==> config.mk <==
export PLATFORM = sky130hd
export DESIGN_NAME = qdrc_arbiter
export DESIGN_NICKNAME = d
export VERILOG_FILES = /design/src/rtl/qdrc_arb_pkg.sv /design/src/rtl/qdrc_arb_tag_pipe.sv /design/src/rtl/qdrc_arbiter.sv
export SDC_FILE = /design/constraint.sdc
export NUM_CORES = 1
export LEC_CHECK = 0
export ABC_AREA = 1
export BUFFER_PORTS_ARGS = -buffer_cell sky130_fd_sc_hd__buf_2
export CAP_MARGIN = 0
export CORE_AREA = 4 4 199 201
export CTS_BUF_LIST = sky130_fd_sc_hd__clkbuf_8
export CTS_CLUSTER_DIAMETER = 120
export DETAILED_ROUTE_END_ITERATION = 10
export DIE_AREA = 0 0 203 205
export GPL_TIMING_DRIVEN = 0
export HOLD_SLACK_MARGIN = 0.1
export PLACE_DENSITY_LB_ADDON = 0.1
export REMOVE_ABC_BUFFERS = 1
export SYNTH_ARGS = -nofsm -noshare
export SYNTH_HDL_FRONTEND = slang
export SYNTH_HIERARCHICAL = 1
export SYNTH_SLANG_ARGS = --single-unit
==> constraint.sdc <==
create_clock -name clk0 -period 1.6 [get_ports clk0]
set_input_delay 0 -clock clk0 [delete_from_list [all_inputs] [get_ports clk0]]
set_output_delay 0 -clock clk0 [all_outputs]
set_load 0.02 [all_outputs]
==> src/rtl/qdrc_arb_pkg.sv <==
`default_nettype none
//==============================================================================
// Module      : qdrc_arb_pkg
// Description : Shared types and constants for the two-port QDR controller
//               arbiter. It holds the arbiter FSM state encoding, the
//               requester port identifiers and the read-tag record carried
//               through the read-latency pipeline.
// Revision    : 1.0 - initial release
//==============================================================================
package qdrc_arb_pkg;

  // Arbiter FSM states.
  typedef enum logic [1:0] {
    ST_WAIT_RDY = 2'd0,
    ST_RUN      = 2'd1,
    ST_DRAIN    = 2'd2
  } arb_state_t;

  // Requester port identifiers (one bit selects the owner).
  localparam logic PORT0 = 1'b0;
  localparam logic PORT1 = 1'b1;

  // One tag per issued command slot: valid marks an issued read, and owner
  // names the requester that receives the returned word.
  typedef struct packed {
    logic valid;
    logic owner;
  } rd_tag_t;

endpackage : qdrc_arb_pkg
`default_nettype wire

==> src/rtl/qdrc_arb_tag_pipe.sv <==
`default_nettype none
//==============================================================================
// Module      : qdrc_arb_tag_pipe
// Description : Read-tag shift register, DEPTH entries deep. A tag pushed on
//               one edge reaches the output entry DEPTH-1 edges later. The
//               output lines up with the controller's read-data-valid when
//               DEPTH equals the controller read latency and the push comes
//               from the registered read strobe.
// Revision    : 1.0 - initial release
//
// Ports:
//   clk      in   clock, rising edge
//   rst      in   synchronous active-high reset, empties the pipeline
//   i_push   in   a read was issued this cycle
//   i_owner  in   requester that issued the read
//   o_head   out  tag leaving the pipeline this cycle
//   o_empty  out  no valid tag anywhere in the pipeline
//==============================================================================
module qdrc_arb_tag_pipe
  import qdrc_arb_pkg::*;
#(
  parameter int DEPTH = 10
) (
  input  logic    clk,
  input  logic    rst,
  input  logic    i_push,
  input  logic    i_owner,
  output rd_tag_t o_head,
  output logic    o_empty
);

  rd_tag_t r_tags [DEPTH];

  // Entry DEPTH-1 is loaded and entry 0 is presented. A tag therefore sits in
  // the pipe for DEPTH cycles in total.
  always_ff @(posedge clk) begin
    if (rst) begin
      for (int i = 0; i < DEPTH; i++) begin
        r_tags[i] <= '0;
      end
    end else begin
      for (int i = 0; i < DEPTH - 1; i++) begin
        r_tags[i] <= r_tags[i+1];
      end
      r_tags[DEPTH-1] <= '{valid: i_push, owner: (i_push ? i_owner : PORT0)};
    end
  end

  assign o_head = r_tags[0];

  always_comb begin
    o_empty = 1'b1;
    for (int i = 0; i < DEPTH; i++) begin
      if (r_tags[i].valid) begin
        o_empty = 1'b0;
      end
    end
  end

endmodule : qdrc_arb_tag_pipe
`default_nettype wire

==> src/rtl/qdrc_arbiter.sv <==
`default_nettype none
//==============================================================================
// Module      : qdrc_arbiter
// Description : Two-port arbiter in front of a QDR controller user interface.
//               Grants one requester per cycle, registers the command onto
//               the controller strobes/address/data, and routes returned read
//               words to their issuer through a tag pipeline matched to the
//               controller read latency. Issue is gated on phy_rdy. Outstanding
//               reads drain cleanly when readiness drops.
// Revision    : 1.0 - initial release
//
// Build option:
//   QDRC_ARB_FIXED_PRIO_EN  defined   -> port 0 always wins contention
//                           undefined -> round-robin between the ports
//
// Ports:
//   clk0, reset                 clock / synchronous active-high reset
//   phy_rdy                     controller calibrated and ready
//   reqN_vld/we/addr/wr_data    requester N command (held until reqN_ack)
//   reqN_ack                    combinational grant for requester N
//   reqN_rd_data/rd_dvld        read return to requester N
//   usr_rd_strb/wr_strb/addr/wr_data   registered command to controller
//   usr_rd_data/rd_dvld         read return from controller
//   busy                        not in RUN, or a read is in flight
//   rd_err                      sticky: controller dvld disagreed with tags
//==============================================================================
module qdrc_arbiter
  import qdrc_arb_pkg::*;
#(
  parameter int DATA_WIDTH = 36,
  parameter int ADDR_WIDTH = 21,
  parameter int RD_LATENCY = 10   // must match the controller, and be >= 2
) (
  input  logic                      clk0,
  input  logic                      reset,
  input  logic                      phy_rdy,
  input  logic                      req0_vld,
  input  logic                      req0_we,
  input  logic [ADDR_WIDTH-1:0]     req0_addr,
  input  logic [2*DATA_WIDTH-1:0]   req0_wr_data,
  output logic                      req0_ack,
  output logic [2*DATA_WIDTH-1:0]   req0_rd_data,
  output logic                      req0_rd_dvld,
  input  logic                      req1_vld,
  input  logic                      req1_we,
  input  logic [ADDR_WIDTH-1:0]     req1_addr,
  input  logic [2*DATA_WIDTH-1:0]   req1_wr_data,
  output logic                      req1_ack,
  output logic [2*DATA_WIDTH-1:0]   req1_rd_data,
  output logic                      req1_rd_dvld,
  output logic                      usr_rd_strb,
  output logic                      usr_wr_strb,
  output logic [ADDR_WIDTH-1:0]     usr_addr,
  output logic [2*DATA_WIDTH-1:0]   usr_wr_data,
  input  logic [2*DATA_WIDTH-1:0]   usr_rd_data,
  input  logic                      usr_rd_dvld,
  output logic                      busy,
  output logic                      rd_err
);

  localparam int c_WORD_W = 2 * DATA_WIDTH;

  arb_state_t              r_state;
  logic                    r_usr_rd_strb;
  logic                    r_usr_wr_strb;
  logic [ADDR_WIDTH-1:0]   r_usr_addr;
  logic [c_WORD_W-1:0]     r_usr_wr_data;
  logic                    r_iss_owner;
  logic                    r_rd_err;

  logic                    w_grant;
  logic                    w_sel;
  logic                    w_we;
  logic [ADDR_WIDTH-1:0]   w_addr;
  logic [c_WORD_W-1:0]     w_wr_data;
  rd_tag_t                 w_head;
  logic                    w_tag_empty;
  logic                    w_pipe_empty;

  //--------------------------------------------------------------------------
  // Port selection. w_sel is the port that wins if a grant happens.
  //--------------------------------------------------------------------------
`ifdef QDRC_ARB_FIXED_PRIO_EN
  always_comb begin
    w_sel = req0_vld ? PORT0 : PORT1;
  end
`else
  logic r_rr;

  always_comb begin
    if (req0_vld && req1_vld) begin
      w_sel = r_rr;
    end else begin
      w_sel = req0_vld ? PORT0 : PORT1;
    end
  end

  // Pointing at the non-granted port covers both cases: under contention it
  // alternates, and after a lone grant the other port gets the next tie.
  always_ff @(posedge clk0) begin
    if (reset) begin
      r_rr <= PORT0;
    end else if (w_grant) begin
      r_rr <= ~w_sel;
    end
  end
`endif

  // Grants only in RUN with the PHY still ready, so a phy_rdy drop blocks
  // issue in the same cycle, before the FSM has left RUN.
  assign w_grant  = (r_state == ST_RUN) && phy_rdy && !reset && (req0_vld || req1_vld);
  assign req0_ack = w_grant && (w_sel == PORT0);
  assign req1_ack = w_grant && (w_sel == PORT1);

  assign w_we      = (w_sel == PORT1) ? req1_we      : req0_we;
  assign w_addr    = (w_sel == PORT1) ? req1_addr    : req0_addr;
  assign w_wr_data = (w_sel == PORT1) ? req1_wr_data : req0_wr_data;

  //--------------------------------------------------------------------------
  // Read-tag pipeline, loaded from the registered read strobe so the tag
  // output lines up with usr_rd_dvld RD_LATENCY cycles after the strobe.
  //--------------------------------------------------------------------------
  qdrc_arb_tag_pipe #(
    .DEPTH   (RD_LATENCY)
  ) u_tag_pipe (
    .clk     (clk0),
    .rst     (reset),
    .i_push  (r_usr_rd_strb),
    .i_owner (r_iss_owner),
    .o_head  (w_head),
    .o_empty (w_tag_empty)
  );

  // A read on the strobe register has not reached the tag pipe yet, but it
  // is still in flight.
  assign w_pipe_empty = w_tag_empty && !r_usr_rd_strb;

  //--------------------------------------------------------------------------
  // FSM plus registered controller command outputs.
  //--------------------------------------------------------------------------
  always_ff @(posedge clk0) begin
    if (reset) begin
      r_state       <= ST_WAIT_RDY;
      r_usr_rd_strb <= 1'b0;
      r_usr_wr_strb <= 1'b0;
      r_usr_addr    <= '0;
      r_usr_wr_data <= '0;
      r_iss_owner   <= PORT0;
      r_rd_err      <= 1'b0;
    end else begin
      case (r_state)
        ST_WAIT_RDY: if (phy_rdy)      r_state <= ST_RUN;
        ST_RUN:      if (!phy_rdy)     r_state <= ST_DRAIN;
        ST_DRAIN:    if (w_pipe_empty) r_state <= ST_WAIT_RDY;
        default:                       r_state <= ST_WAIT_RDY;
      endcase

      r_usr_rd_strb <= w_grant && !w_we;
      r_usr_wr_strb <= w_grant &&  w_we;
      if (w_grant) begin
        r_usr_addr    <= w_addr;
        r_usr_wr_data <= w_wr_data;
        r_iss_owner   <= w_sel;
      end

      if (usr_rd_dvld != w_head.valid) begin
        r_rd_err <= 1'b1;
      end
    end
  end

  assign usr_rd_strb = r_usr_rd_strb;
  assign usr_wr_strb = r_usr_wr_strb;
  assign usr_addr    = r_usr_addr;
  assign usr_wr_data = r_usr_wr_data;
  assign rd_err      = r_rd_err;

  //--------------------------------------------------------------------------
  // Read return routing.
  //--------------------------------------------------------------------------
  assign req0_rd_data = usr_rd_data;
  assign req1_rd_data = usr_rd_data;
  assign req0_rd_dvld = usr_rd_dvld && w_head.valid && (w_head.owner == PORT0);
  assign req1_rd_dvld = usr_rd_dvld && w_head.valid && (w_head.owner == PORT1);

  assign busy = (r_state != ST_RUN) || !w_pipe_empty;

endmodule : qdrc_arbiter
`default_nettype wire

---- Yosys cells after proc, flatten, opt, wreduce, memory -nomap -nowiden ----
Memory sizes are Yosys's and may differ from the RTL's.
Cells that the tools add are included.
storage, ports and cells
  flip-flop bits (word level) ............. 100
  output and inout bits ................... 245
  logic and storage cells ................. 81
  memories ................................ 1
  bits in writable memories ............... 20
  bits of input ports ..................... 266
cells by class
  equal/unequal tests ..................... 7
  muxes and demuxes ....................... 33
  bitwise operators ....................... 12
  reduce and logical (&&, ||, !) cells .... 20
memories
  name               depth  bits a word  rd ports  clocked after Yosys merged registers in  write ports  RTL line                 RTL
  u_tag_pipe.r_tags  10     2            10        0                                        10           qdrc_arb_tag_pipe.sv:32  rd_tag_t r_tags [DEPTH];
operator list
  operator                                       number
  two-way mux 72 bit                             1
  two-way mux 2 bit                              13
  two-way mux 21 bit                             1
  two-way mux 1 bit                              17
  logical AND 1 bit                              12
  OR 1 bit                                       10
  != test 2 bit, second input constant           3
  case mux 2 bit (3 select lines)                1
  zero test 1 bit                                4
  AND reduction 3 bit                            1
  == test 2 x 1 -> 1 bit, second input constant  1
  == test 2 bit, second input constant           1
  zero test 2 bit                                1
  logical OR 1 bit                               2
  != test 2 x 1 -> 1 bit, second input constant  1
  NOT 1 bit                                      2
  != test 1 bit                                  1

---- Depth between registers and ports, before layout ----
Gate-level depths: netlist of the first run.
  word-level depth ........................ 13
  gate-level depth with buffers ........... 9
  depth with buffers taken out ............ 7

---- By module ----
Netlist of the first run, hierarchy kept.
modules (own cells, without submodules)
  module             times used  seq. area each (µm²)  area each (µm²)  cells each
  qdrc_arbiter       1           2001.9                6844.1           1185
  qdrc_arb_tag_pipe  1           400.4                 601.8            69

---- Worst setup path after synthesis of the first run ----
OpenSTA, ideal clock, no wires.
  path kind ............................... flip-flop to flip-flop
  start point ............................. register r_state[0]
  end point ............................... register r_usr_addr[7] (netlist: usr_addr[7])
  cell stages (with the launch flop) ...... 8
  buffers on the path ..................... 2
  period minus slack after synthesis ...... 1.218 ns
  setup time .............................. 0.112 ns
  required time ........................... 1.488 ns
  arrival time ............................ 1.106 ns
  slack ................................... 0.382 ns
  cell sequence ........................... dfxtp_1 inv_1 nor2_1 buf_2 buf_2 nand3_1 nor2_1 nor2_1
between the ends
  word-level cells in the longest chain between the ends .. 4
ends and longest elaborated chain
  element                         RTL line             RTL
  start: declaration              qdrc_arbiter.sv:63   arb_state_t r_state;
  start signal: assignment        qdrc_arbiter.sv:143  r_state <= ST_WAIT_RDY;
  start signal: assignment        qdrc_arbiter.sv:152  ST_WAIT_RDY: if (phy_rdy) r_state <= ST_RUN;
  start signal: assignment        qdrc_arbiter.sv:153  ST_RUN: if (!phy_rdy) r_state <= ST_DRAIN;
  == test 2 x 1 -> 1 bit          qdrc_arbiter.sv:111  assign w_grant = (r_state == ST_RUN) && phy_rdy && !reset && (req0_vld || req1_vld);
  logical AND 1 bit (3 in a row)  qdrc_arbiter.sv:111
  end signal: assignment          qdrc_arbiter.sv:161  r_usr_addr <= w_addr;
  end: declaration                qdrc_arbiter.sv:66   logic [ADDR_WIDTH-1:0] r_usr_addr;
Every way passes these cells.
A chain may end at the register's enable or synchronous reset.

---- Worst setup path after layout of the first run ----
  start point ............................. input req0_vld
  end point ............................... register r_usr_wr_data[19] (netlist: usr_wr_data[19])
between the ends
  word-level cells in the longest chain between the ends .. 3
  elaborated cells on any way between the ends .. 6
  those cells by class .................... mux: 3; reduce/logical: 3
ends and longest elaborated chain
  element                                                        RTL line                                RTL
  start: declaration                                             qdrc_arbiter.sv:37                      input logic req0_vld,
  two-way mux 1 bit / logical AND 1 bit (equally long branches)  qdrc_arbiter.sv:94, qdrc_arbiter.sv:91
  two-way mux 1 bit                                              qdrc_arbiter.sv:91                      if (req0_vld && req1_vld) begin
  two-way mux 72 bit                                             qdrc_arbiter.sv:117                     assign w_wr_data = (w_sel == PORT1) ? req1_wr_data : req0_wr_data;
  end signal: assignment                                         qdrc_arbiter.sv:162                     r_usr_wr_data <= w_wr_data;
  end: declaration                                               qdrc_arbiter.sv:67                      logic [c_WORD_W-1:0] r_usr_wr_data;
Several ways; a longest one is shown, not always the timed one.

==> run_results.csv, run 1 <==
group,metric,value,unit
status,run_status,"finished clean",
power_and_ir_drop,power.leakage,6.32,nW
clock_tree,numCtsBuffers,17,
synth,synth.yosys.seq_area_share,0.323,
power_and_ir_drop,switching_component_of_the_power,0.00291,W
route,drt.antenna.violating_nets,0,
finish,finish.cell_count_without_fillers,2203,
finish,post_route_design_area,11900,µm²
placed_design,routabilityCongestion,0.829,
synth,ys_ff_latch,120,
worst_setup_path,critical-path-max-stage-delay,0.53,ns
sta,clk_skew,0.0154,ns
die,fp.dieArea,41600,µm²
global_route,largest_net_degree_at_the_start_of_global_routing,89,
finish,fin_util,0.317,
die,chip_height,205,µm
sta,worst_slew_margin_rel,0.408,
power_and_ir_drop,switching_share,0.362,
placed_design,dp_worst_setup_slack,-0.888,ns
die,die-width,203,µm
placed_design,port_buffers,294,
worst_setup_path,rr_startpoint,"r_rr$_SDFFE_PP0P_",
worst_setup_path,worst-setup-path-type,"in -> reg",
synth,syn_avg_cell_area,5.94,µm²
clock_tree,tritoncts_num_sinks,120,
placed_design,detailed_place_hpwl,31.3,mm
synth,post_synth_num_cell_types,16,
worst_setup_path,cpLargestDelayFamily,"buffers and inverters",
sta,timing.final.crit_period,1.52,ns
power_and_ir_drop,internal_power,0.00512,W
route,drt_iter0_markers,497,
worst_setup_path,crit_path_cell_trace,"dlygate4sd3_1 -> buf_2 -> nor2_1 -> nor2_4 -> buf_12 -> nand2_8 -> buf_4 -> bufbuf_16 -> nand2_1 -> nand2_1 -> nor2_1",
finish,post_route_cells_drive_above_1_share,0.221,
sta,fmax,657,MHz
placed_design,numPlacedInstances,1862,
synth,most_instantiated_flip_flop_cell_in_the_synthesis_netlist,"sky130_fd_sc_hd__dfxtp_1",
die,start_util,0.198,
sta,setup_ws,0.0775,ns
clock_tree,htreeDepth,4,
sta,timing.final.hold_violations,0,
worst_hold_path,holdCritStartpoint,"reset",
worst_setup_path,required,1.96,ns
finish,areaGrowthSynthToFinish,60.1,%
placed_design,detailed_place.area,8390,µm²
job,max_cap_viol_count,0,
worst_setup_path,worst_setup_path_startpoint,"req0_vld",
power_and_ir_drop,seqPwrFrac,0.386,
route,wl,44.6,mm
route,detail_route.vias_per_cell,3.98,
worst_hold_path,worstHoldPathType,"in -> reg",
synth,synth-edff-count,0,
worst_setup_path,crit_path_max_fanout,16,
global_route,grt_pass1_wl,61.7,mm
clock_tree,clockBufferDepth,2,
worst_setup_path,data_arrival_time_of_the_worst_path,1.88,ns
sta,max_slew.worst_pin.slew,0.885,ns
synth,mappedNetlistArea,7450,µm²
global_route,grt_use_total,0.206,
worst_setup_path,crit_path_top_delay_cell,"sky130_fd_sc_hd__dlygate4sd3_1",
sta,setup_viol,0,
clock_tree,clkSlewWorstSetupHoldPaths,0.08,ns
worst_setup_path,timing.critical_path.to_type,"flip-flop",
global_route,grt_antenna_before_repair,18,
synth,postSynth.asyncResetShare,0,
sta,final_max_slew_viol_count,0,
synth,count_of_yosys_warnings_during_synthesis,6,
route,route.vias.total,8763,
global_route,first_global_vias,8504,
power_and_ir_drop,clockPowerShare,0.327,
die,floorplan.core_area,37600,µm²
worst_setup_path,cp.buffers_inverters,5,
power_and_ir_drop,worst_ir_drop_vdd,0.453,mV
clock_tree,cts_root_buffer,"sky130_fd_sc_hd__clkbuf_8",
route,drcViolationCount,0,
global_route,grt_remaining_overflow,0,
worst_setup_path,start_kind,"input port",
route,post_drt_wl_per_cell,20.3,µm
clock_tree,clk_latency,0.47,ns
sta,final.period_utilization,0.952,
clock_tree,clock_tree_from_tritoncts,"built",
synth,syn-instance-count,1254,
sta,timing.setup.tns,0,ns
power_and_ir_drop,power.density_cell_area,673,nW/µm²
power_and_ir_drop,combinationalPowerShare,0.287,
die,floorplan.rows,71,
finish,nNetsFinal,1933,
die,pin_count,511,
route,drt_first_pass_iters,5,
[cells by family (layout without fill, tap and decap cells)]
family                   Yosys count  in the layout  share of synthesized area
AND/OR/NAND/NOR                  708            710                      0.375
flip-flops                       120            120                      0.323
other                              0             13                          0
buffers and inverters            421            844                      0.298
AO/OA/AOI/OAI                      4              4                    0.00269
adder cells (fa/ha/maj)            1              1                    0.00168
[per-stage QoR]
stage	total power (W)	hold WS [ns]
CTS	0.00814	0.278
floorplan	0.00378	0
global placement	0.00433	0.000396
finish	0.00803	0.345
global route	0.00846	0.306
detailed placement	0.00430	0.000396
[synth_stat cells (3+ instances only)]
master,n,share of area
sky130_fd_sc_hd__nor2_1,317,0.16
sky130_fd_sc_hd__nand2_1,291,0.15
sky130_fd_sc_hd__inv_1,213,0.11
sky130_fd_sc_hd__buf_4,144,0.15
sky130_fd_sc_hd__dfxtp_1,120,0.32
sky130_fd_sc_hd__nand3_1,98,0.066
sky130_fd_sc_hd__buf_2,32,0.022
sky130_fd_sc_hd__clkbuf_1,19,0.0096
sky130_fd_sc_hd__buf_6,8,0.012
sky130_fd_sc_hd__buf_1,4,0.0020
sky130_fd_sc_hd__o21ai_0,3,0.0020
[tightest hold or removal path: cells and delay by family]
kind	cells	cell delay, ns
buf+inv	2	0.69
simple gates	1	0.06
[metal layers]
metal / GRT usage / up-vias / share of wire
met2: 0.294 / 419 / 0.40
met1: 0.263 / 3939 / 0.43
met4: 0.0335 / 14 / 0.015
li1: - / 4320 / -
met3: 0.134 / 71 / 0.15
met5: 0.0202 / - / 0.0042
[power groups by stage]
stage | registers, W | logic [W] | clock network (W)
5_1_grt | 0.00311 | 0.00245 | 0.00290
2_1_floorplan | 0.00326 | 0.000519 | 0
4_1_cts | 0.00310 | 0.00224 | 0.00280
3_3_place_gp | 0.00317 | 0.00116 | 0
6_report | 0.00310 | 0.00230 | 0.00262
3_5_place_dp | 0.00317 | 0.00113 | 0
[repair_timing]
item                                    in CTS  in global routing
gates resized for setup                     12                 10
gates cloned                                 7                  2
hold buffers                               276                  0
endpoints found under the setup margin      95                 37
pin swaps                                    4                  4
setup buffers                                8                  5
endpoints found under the hold margin      263                  0
[state kept, by name, indices dropped and copies added (netlist names)]
register and cells:
usr_addr 21, r_iss_owner 1, usr_rd_strb 1, usr_wr_strb 1, r_state 2, usr_wr_data 72
rd_err 1, u_tag_pipe/r_tags 20, r_rr 1
[cell usage in the layout, fill, tap and decap left out, types with 2 or more instances in the layout]
cell type and instances:
sky130_fd_sc_hd__buf_12 7, sky130_fd_sc_hd__buf_16 4, sky130_fd_sc_hd__buf_2 293, sky130_fd_sc_hd__buf_4 9, sky130_fd_sc_hd__buf_6 3, sky130_fd_sc_hd__bufbuf_16 5
sky130_fd_sc_hd__clkbuf_8 17, sky130_fd_sc_hd__clkinv_4 5, sky130_fd_sc_hd__clkinvlp_4 5, sky130_fd_sc_hd__dfxtp_1 117, sky130_fd_sc_hd__dfxtp_2 3, sky130_fd_sc_hd__diode_2 13
sky130_fd_sc_hd__dlygate4sd3_1 275, sky130_fd_sc_hd__inv_1 212, sky130_fd_sc_hd__inv_6 5, sky130_fd_sc_hd__nand2_1 288, sky130_fd_sc_hd__nand2_4 3, sky130_fd_sc_hd__nand2_8 2
sky130_fd_sc_hd__nand3_1 98, sky130_fd_sc_hd__nor2_1 312, sky130_fd_sc_hd__nor2_2 3, sky130_fd_sc_hd__nor2_4 3, sky130_fd_sc_hd__o21ai_0 2
[worst paths after layout]
path | end | slack (ns) | cells after the start
worst min register to register | u_tag_pipe/r_tags[0][0]$_SDFF_PP0_ | 0.40 | 2
worst max register to register | usr_wr_data[15]$_SDFFE_PP0P_ | 0.09 | 8
worst max-delay path | usr_wr_data[19]$_SDFFE_PP0P_ | 0.08 | 11
worst min-delay path | rd_err$_SDFFE_PP0P_ | 0.34 | 3
[cell type report]
class,count,area (µm²)
flip-flops and latches,120,2410
repair buffers,598,4770
diodes,13,32.5
clock buffers,17,234
clock inverters,15,121
well taps,511,639
fillers,4195,25700
inverters,214,808
multi-input cells,715,2910
(Power assumes the default switching activity.)
==> inputs of run 2 (changes only) <==
Settings changed: ABC_AREA 1 to default.
==> run_results.csv, run 2 <==
group,metric,value,unit
status,run_status,"complete, but fails checks",
status,violations,"setup timing",
finish,post_route_cells_drive_above_1_share,0.466,
worst_setup_path,cp.buffers_inverters,1,
placed_design,port_buffers,294,
route,drcViolationCount,0,
synth,yosysMostFrequentCell,"sky130_fd_sc_hd__buf_4",
route,detail_route.vias_per_cell,4.55,
finish,areaGrowthSynthToFinish,92.3,%
synth,count_of_yosys_warnings_during_synthesis,6,
route,drt_iter0_markers,378,
synth,synth.top_cells.by_area,"sky130_fd_sc_hd__dfxtp_1, sky130_fd_sc_hd__buf_4, sky130_fd_sc_hd__o32ai_1",
clock_tree,clock_tree_from_tritoncts,"built",
global_route,grt_use_total,0.209,
sta,setup_viol,98,
power_and_ir_drop,power.leakage,4.81,nW
worst_setup_path,worst-setup-path-type,"reg -> out",
worst_setup_path,cpLargestDelayFamily,"simple AND/OR/NAND/NOR gates",
sta,final.period_utilization,1.33,
placed_design,numPlacedInstances,1279,
global_route,first_global_vias,7494,
sta,setup_ws,-0.520,ns
worst_setup_path,crit_path_cell_trace,"or4_4 -> nor4_4 -> nand2b_1 -> or3_1 -> buf_6",
worst_setup_path,crit_path_top_delay_cell,"sky130_fd_sc_hd__or4_4",
synth,syn-instance-count,675,
die,pin_count,511,
synth,most_instantiated_flip_flop_cell_in_the_synthesis_netlist,"sky130_fd_sc_hd__dfxtp_1",
synth,mappedNetlistArea,6180,µm²
global_route,grt_antenna_before_repair,39,
clock_tree,cts_root_buffer,"sky130_fd_sc_hd__clkbuf_8",
die,floorplan.rows,71,
placed_design,detailed_place_hpwl,33.6,mm
synth,postSynth.asyncResetShare,0,
power_and_ir_drop,power.density_cell_area,684,nW/µm²
synth,synth.top_cells.by_count,"sky130_fd_sc_hd__buf_4, sky130_fd_sc_hd__dfxtp_1, sky130_fd_sc_hd__a21oi_1, sky130_fd_sc_hd__a211oi_1, sky130_fd_sc_hd__o32ai_1",
synth,synth-edff-count,0,
placed_design,routabilityCongestion,0.803,
die,chip_height,205,µm
sta,clk_skew,0.00785,ns
clock_tree,clk_latency,0.45,ns
job,max_cap_viol_count,0,
sta,fmax,472,MHz
synth,synth_top_cell_by_area,"sky130_fd_sc_hd__dfxtp_1",
synth,synth.yosys.seq_area_share,0.388,
sta,timing.final.hold_violations,0,
worst_hold_path,worstHoldPathType,"in -> reg",
clock_tree,clkSlewWorstSetupHoldPaths,0.07,ns
global_route,largest_net_degree_at_the_start_of_global_routing,81,
worst_setup_path,start_kind,"flip-flop",
sta,worst_slew_margin_rel,0.283,
die,fp.dieArea,41600,µm²
worst_setup_path,timing.critical_path.to_type,"primary output",
route,drt.antenna.violating_nets,0,
sta,final_max_slew_viol_count,0,
clock_tree,tritoncts_num_sinks,120,
die,floorplan.core_area,37600,µm²
finish,largest_reg_flops,72,
sta,max_slew.worst_pin.slew,1.08,ns
synth,ys_ff_latch,120,
worst_setup_path,required,1.60,ns
route,route.vias.total,7609,
sta,timing.setup.tns,-27.53,ns
clock_tree,htreeDepth,4,
route,post_drt_wl_per_cell,28.2,µm
die,start_util,0.165,
global_route,grt_pass1_wl,60.9,mm
worst_setup_path,data_arrival_time_of_the_worst_path,2.12,ns
finish,nNetsFinal,1394,
clock_tree,numCtsBuffers,17,
sta,timing.final.crit_period,2.12,ns
finish,fill_cells,3911,
worst_setup_path,crit_path_max_fanout,2,
synth,syn_avg_cell_area,9.16,µm²
global_route,grt_remaining_overflow,0,
route,wl,47.3,mm
die,die-width,203,µm
worst_setup_path,critical-path-max-stage-delay,0.54,ns
finish,mostFrequentLayoutCells,"sky130_fd_sc_hd__buf_2, sky130_fd_sc_hd__dlygate4sd3_1, sky130_fd_sc_hd__dfxtp_1, sky130_fd_sc_hd__o32ai_1, sky130_fd_sc_hd__a211oi_1",
sta,setup_repair_after_global_routing_missed_its_margin,"yes",
synth,synth.top_cell.area_share,0.388,
synth,post_synth_num_cell_types,34,
route,drt_first_pass_iters,4,
power_and_ir_drop,worst_ir_drop_vdd,0.445,mV
clock_tree,clockBufferDepth,2,
finish,final_common_cell,"sky130_fd_sc_hd__buf_2",
finish,finish.cell_count_without_fillers,1673,
==> run 2: changes by cell type after synthesis, sizes merged, moves of 2 or more <==
cell and delta:
nor3b +2, nor2 -313, or4 +2, a211oi +93, nand2 -289, nor2b +22, inv -212, nand3 -96
o32ai +93, a21oi +95, o21ai -3, clkbuf +13, nand2b +2
==> run 2: kinds of logic (layout without fill, tap and decap cells) <==
kind of cell	Yosys count	in the layout	synth area share
buf+inv	221	684	0.234
flops	120	120	0.388
other cells	0	22	0
fa+ha+maj	1	1	0.00202
simple gates	46	46	0.0467
compound gates	287	289	0.329
==> run 2: metrics by stage <==
stage | worst slack [ns] | util | hold slack [ns] | power, W | area [µm²]
after floorplan | -13.06 | - | 0 | 0.00365 | 4750
after global placement | -23.00 | 0.182 | 0.00103 | 0.00423 | 6860
after detailed placement | -0.857 | 0.192 | 0.00103 | 0.00424 | 7200
after CTS | -0.601 | 0.284 | 0.309 | 0.00806 | 10700
after global routing | -0.660 | 0.316 | 0.364 | 0.00849 | 11900
final | -0.520 | 0.317 | 0.382 | 0.00814 | 11900
==> run 2: worst reg2reg max path: stages, from the launching register on <==
cell                       delay, ns
sky130_fd_sc_hd__dfxtp_2        0.32
sky130_fd_sc_hd__or4_4          0.54
sky130_fd_sc_hd__nor4_4         0.24
sky130_fd_sc_hd__nand2b_1       0.11
sky130_fd_sc_hd__buf_4          0.14
sky130_fd_sc_hd__a31oi_1        0.17
sky130_fd_sc_hd__nor2_1         0.05
==> run 2: worst paths after layout <==
check / start / end / slack [ns] / cells after the start
min reg2reg: u_tag_pipe/r_tags[1][0]$_SDFF_PP0_ / u_tag_pipe/r_tags[0][0]$_SDFF_PP0_ / 0.44 / 1
min: req0_vld / usr_rd_strb$_SDFF_PP0_ / 0.38 / 5
max: u_tag_pipe/r_tags[5][1]$_SDFF_PP0_ / busy / -0.52 / 5
max reg2reg: u_tag_pipe/r_tags[5][1]$_SDFF_PP0_ / r_state[1]$_SDFFE_PP0P_ / -0.08 / 6
==> run 2: report_power, final <==
group          internal [W]  switching (W)  total (W)
registers           0.00306      0.0000483    0.00310
logic               0.00103        0.00138    0.00241
clock network       0.00127        0.00135    0.00262
total               0.00536        0.00278    0.00814
==> run 2: metal layers <==
metal  global-route usage  vias up  share of wire
li1                     -     3375              -
met1                0.241     3647           0.41
met2                0.312      465           0.42
met3                0.133      114           0.13
met4               0.0715        8          0.032
met5               0.0298        -         0.0044
==> run 2: final cells by class <==
class	instances	area, µm²	area share
well taps	511	639	0.0537
flip-flops and latches	120	2410	0.203
clock buffers	19	262	0.0220
diodes	22	55.1	0.00463
inverters	2	10.0	0.000841
clock inverters	13	88.8	0.00747
multi-input cells	336	2980	0.251
repair buffers	650	5450	0.458
==> run 2: timing repair <==
action / CTS / global route
setup endpoints to repair: 97 / 98
gates resized for setup: 38 / 147
pin swaps: 32 / 64
gates cloned: 4 / 12
hold buffers: 268 / 1
setup buffers: 27 / 32
endpoints found under the hold margin: 244 / 82
==> inputs of run 3 (changes only) <==
Settings changed: BUFFER_PORTS_ARGS -buffer_cell sky130_fd_sc_hd__buf_2 to -buffer_cell sky130_fd_sc_hd__clkbuf_2.
==> run_results.csv, run 3 (synthesis results as in run 2) <==
group,metric,value,unit
status,run_status,"complete, but fails checks",
status,violations,"setup timing",
placed_design,dp_worst_setup_slack,-1.05,ns
worst_setup_path,data_arrival_time_of_the_worst_path,2.13,ns
clock_tree,tritoncts_num_sinks,120,
die,die-width,203,µm
finish,areaGrowthSynthToFinish,88.3,%
global_route,largest_net_degree_at_the_start_of_global_routing,72,
sta,final.period_utilization,1.33,
route,drt_iter0_markers,360,
finish,nNetsFinal,1376,
power_and_ir_drop,seqPwrFrac,0.348,
sta,setup_ws,-0.526,ns
global_route,first_global_vias,7593,
power_and_ir_drop,switching_component_of_the_power,0.00281,W
worst_setup_path,start_kind,"flip-flop",
sta,timing.final.crit_period,2.13,ns
sta,clk_skew,0.0125,ns
clock_tree,htreeDepth,4,
clock_tree,clockBufferDepth,2,
placed_design,port_buffers,294,
route,top_layer,"met5",
worst_setup_path,crit_path_top_delay_cell,"sky130_fd_sc_hd__or4_4",
power_and_ir_drop,worst_ir_drop_vdd,0.444,mV
worst_setup_path,cpLargestDelayFamily,"simple AND/OR/NAND/NOR gates",
worst_setup_path,rr_startpoint,"r_state[1]$_SDFFE_PP0P_",
worst_setup_path,required,1.60,ns
placed_design,routabilityCongestion,0.789,
clock_tree,cts_root_buffer,"sky130_fd_sc_hd__clkbuf_8",
die,floorplan.rows,71,
route,detail_route.vias_per_cell,4.58,
power_and_ir_drop,power.leakage,4.63,nW
route,detailed_routed_wire_length_on_met3,6.43,mm
die,floorplan.core_area,37600,µm²
worst_setup_path,worst_setup_path_startpoint,"u_tag_pipe/r_tags[5][1]$_SDFF_PP0_",
worst_setup_path,crit_path_cell_trace,"or4_4 -> nor4_4 -> nand2b_1 -> or3_1 -> buf_6",
sta,timing.setup.tns,-2.26,ns
die,chip_height,205,µm
clock_tree,numCtsBuffers,17,
job,max_cap_viol_count,0,
route,wl,46.9,mm
route,drt.antenna.violating_nets,0,
sta,max_slew.worst_pin.slew,0.977,ns
finish,fill_cells,3968,
global_route,grt_antenna_before_repair,43,
worst_setup_path,timing.critical_path.to_type,"primary output",
route,route.vias.total,7552,
clock_tree,clkSlewWorstSetupHoldPaths,0.08,ns
finish,post_route_cells_drive_above_1_share,0.443,
power_and_ir_drop,switching_share,0.316,
worst_hold_path,holdCritStartpoint,"reset",
global_route,grt_remaining_overflow,0,
clock_tree,clock_tree_from_tritoncts,"built",
route,dr_wl_met2,19.5,mm
sta,fmax,470,MHz
sta,worst_slew_margin_rel,0.346,
worst_setup_path,cp.buffers_inverters,1,
worst_setup_path,crit_path_max_fanout,2,
sta,setup_repair_after_global_routing_missed_its_margin,"yes",
power_and_ir_drop,combinationalPowerShare,0.266,
finish,largest_reg_flops,72,
worst_setup_path,worst-setup-path-type,"reg -> out",
sta,timing.final.hold_violations,0,
finish,mostFrequentLayoutCells,"sky130_fd_sc_hd__clkbuf_2, sky130_fd_sc_hd__dlygate4sd3_1, sky130_fd_sc_hd__dfxtp_1, sky130_fd_sc_hd__o32ai_1, sky130_fd_sc_hd__a21oi_1",
sta,final_max_slew_viol_count,0,
global_route,grt_use_total,0.212,
power_and_ir_drop,power.density_cell_area,765,nW/µm²
die,start_util,0.165,
global_route,grt_pass1_wl,62.0,mm
power_and_ir_drop,clockPowerShare,0.385,
worst_hold_path,worstHoldPathType,"in -> reg",
worst_setup_path,critical-path-max-stage-delay,0.54,ns
die,pin_count,511,
route,wl_met1,18.9,mm
die,fp.dieArea,41600,µm²
route,drt_first_pass_iters,4,
finish,final_common_cell,"sky130_fd_sc_hd__clkbuf_2",
finish,fin_util,0.310,
placed_design,detailed_place_hpwl,33.8,mm
power_and_ir_drop,internal_power,0.00609,W
clock_tree,clk_latency,0.46,ns
route,drcViolationCount,0,
route,post_drt_wl_per_cell,28.4,µm
sta,setup_viol,20,
==> run 3: changes by cell type in the layout (fill, tap and decap cells not counted), moves of 3 or more <==
cell,change
sky130_fd_sc_hd__buf_2,-291
sky130_fd_sc_hd__a21oi_4,-8
sky130_fd_sc_hd__clkbuf_16,-6
sky130_fd_sc_hd__buf_4,-9
sky130_fd_sc_hd__inv_1,-3
sky130_fd_sc_hd__a21oi_2,-15
sky130_fd_sc_hd__clkinv_2,-5
sky130_fd_sc_hd__a21oi_1,+23
sky130_fd_sc_hd__clkbuf_2,+290
sky130_fd_sc_hd__buf_12,-4
sky130_fd_sc_hd__diode_2,-4
sky130_fd_sc_hd__bufinv_16,+5
==> run 3: area by class of cell <==
cell class	count	area [µm²]	share of cell area
clock inverters	13	226	0.0194
multi-input cells	336	2860	0.246
inverters	2	10.0	0.000860
clock buffers	18	248	0.0213
well taps	511	639	0.0549
flip-flops and latches	120	2410	0.207
repair buffers	632	5200	0.447
diodes	18	45.0	0.00387
==> run 3: path summary, 6_finish.rpt <==
path                                        endpoint  slack [ns]  cells after the start
setup / recovery                                busy       -0.53                      5
hold / removal          usr_wr_data[64]$_SDFFE_PP0P_        0.05                      2
setup reg to reg           usr_addr[20]$_SDFFE_PP0P_       -0.13                      9
hold reg to reg   u_tag_pipe/r_tags[1][0]$_SDFF_PP0_        0.42                      1
==> run 3: per-layer routing <==
layer	GRT usage	up-vias
met5	0.0250	-
met2	0.314	475
li1	-	3328
met4	0.0732	12
met1	0.254	3611
met3	0.126	126
==> run 3: timing repair <==
| item | in CTS | in global routing |
|---|---|---|
| buffers inserted | 39 | 15 |
| endpoints found under the hold margin | 244 | 11 |
| endpoints found under the setup margin | 97 | 81 |
| cloned | 6 | 6 |
| hold buffers | 266 | 2 |
| resized for setup | 78 | 89 |
| pin swaps | 33 | 34 |
==> run 3: worst reg2reg max path: stages (launching register included) <==
cell and delay (ns):
sky130_fd_sc_hd__dfxtp_4 0.36, sky130_fd_sc_hd__nor4bb_4 0.29, sky130_fd_sc_hd__buf_4 0.18, sky130_fd_sc_hd__buf_12 0.11, sky130_fd_sc_hd__buf_12 0.11, sky130_fd_sc_hd__buf_12 0.11
sky130_fd_sc_hd__buf_8 0.12, sky130_fd_sc_hd__buf_6 0.10, sky130_fd_sc_hd__a21oi_2 0.06, sky130_fd_sc_hd__a211oi_2 0.20
==> run 3: stage by stage <==
| stage | total power [W] | cells | hold WS (ns) | cell area (µm²) |
|---|---|---|---|---|
| after floorplan | 0.00365 | 456 | 0 | 4750 |
| after global placement | 0.00423 | 1261 | 0.00103 | 6860 |
| after detailed placement | 0.00424 | 1279 | 0.00103 | 7200 |
| after CTS | 0.00894 | 1618 | 0.0182 | 11100 |
| after global routing | 0.00930 | 1641 | 0.0360 | 11600 |
| final | 0.00890 | 1650 | 0.0546 | 11600 |
==> run 3: power groups by stage <==
stage               clock network [W]  logic [W]  registers (W)
finish                        0.00343    0.00237        0.00310
global route                  0.00371    0.00247        0.00311
CTS                           0.00362    0.00222        0.00310
detailed placement                  0    0.00108        0.00317
global placement                    0    0.00106        0.00317
floorplan                           0   0.000399        0.00325
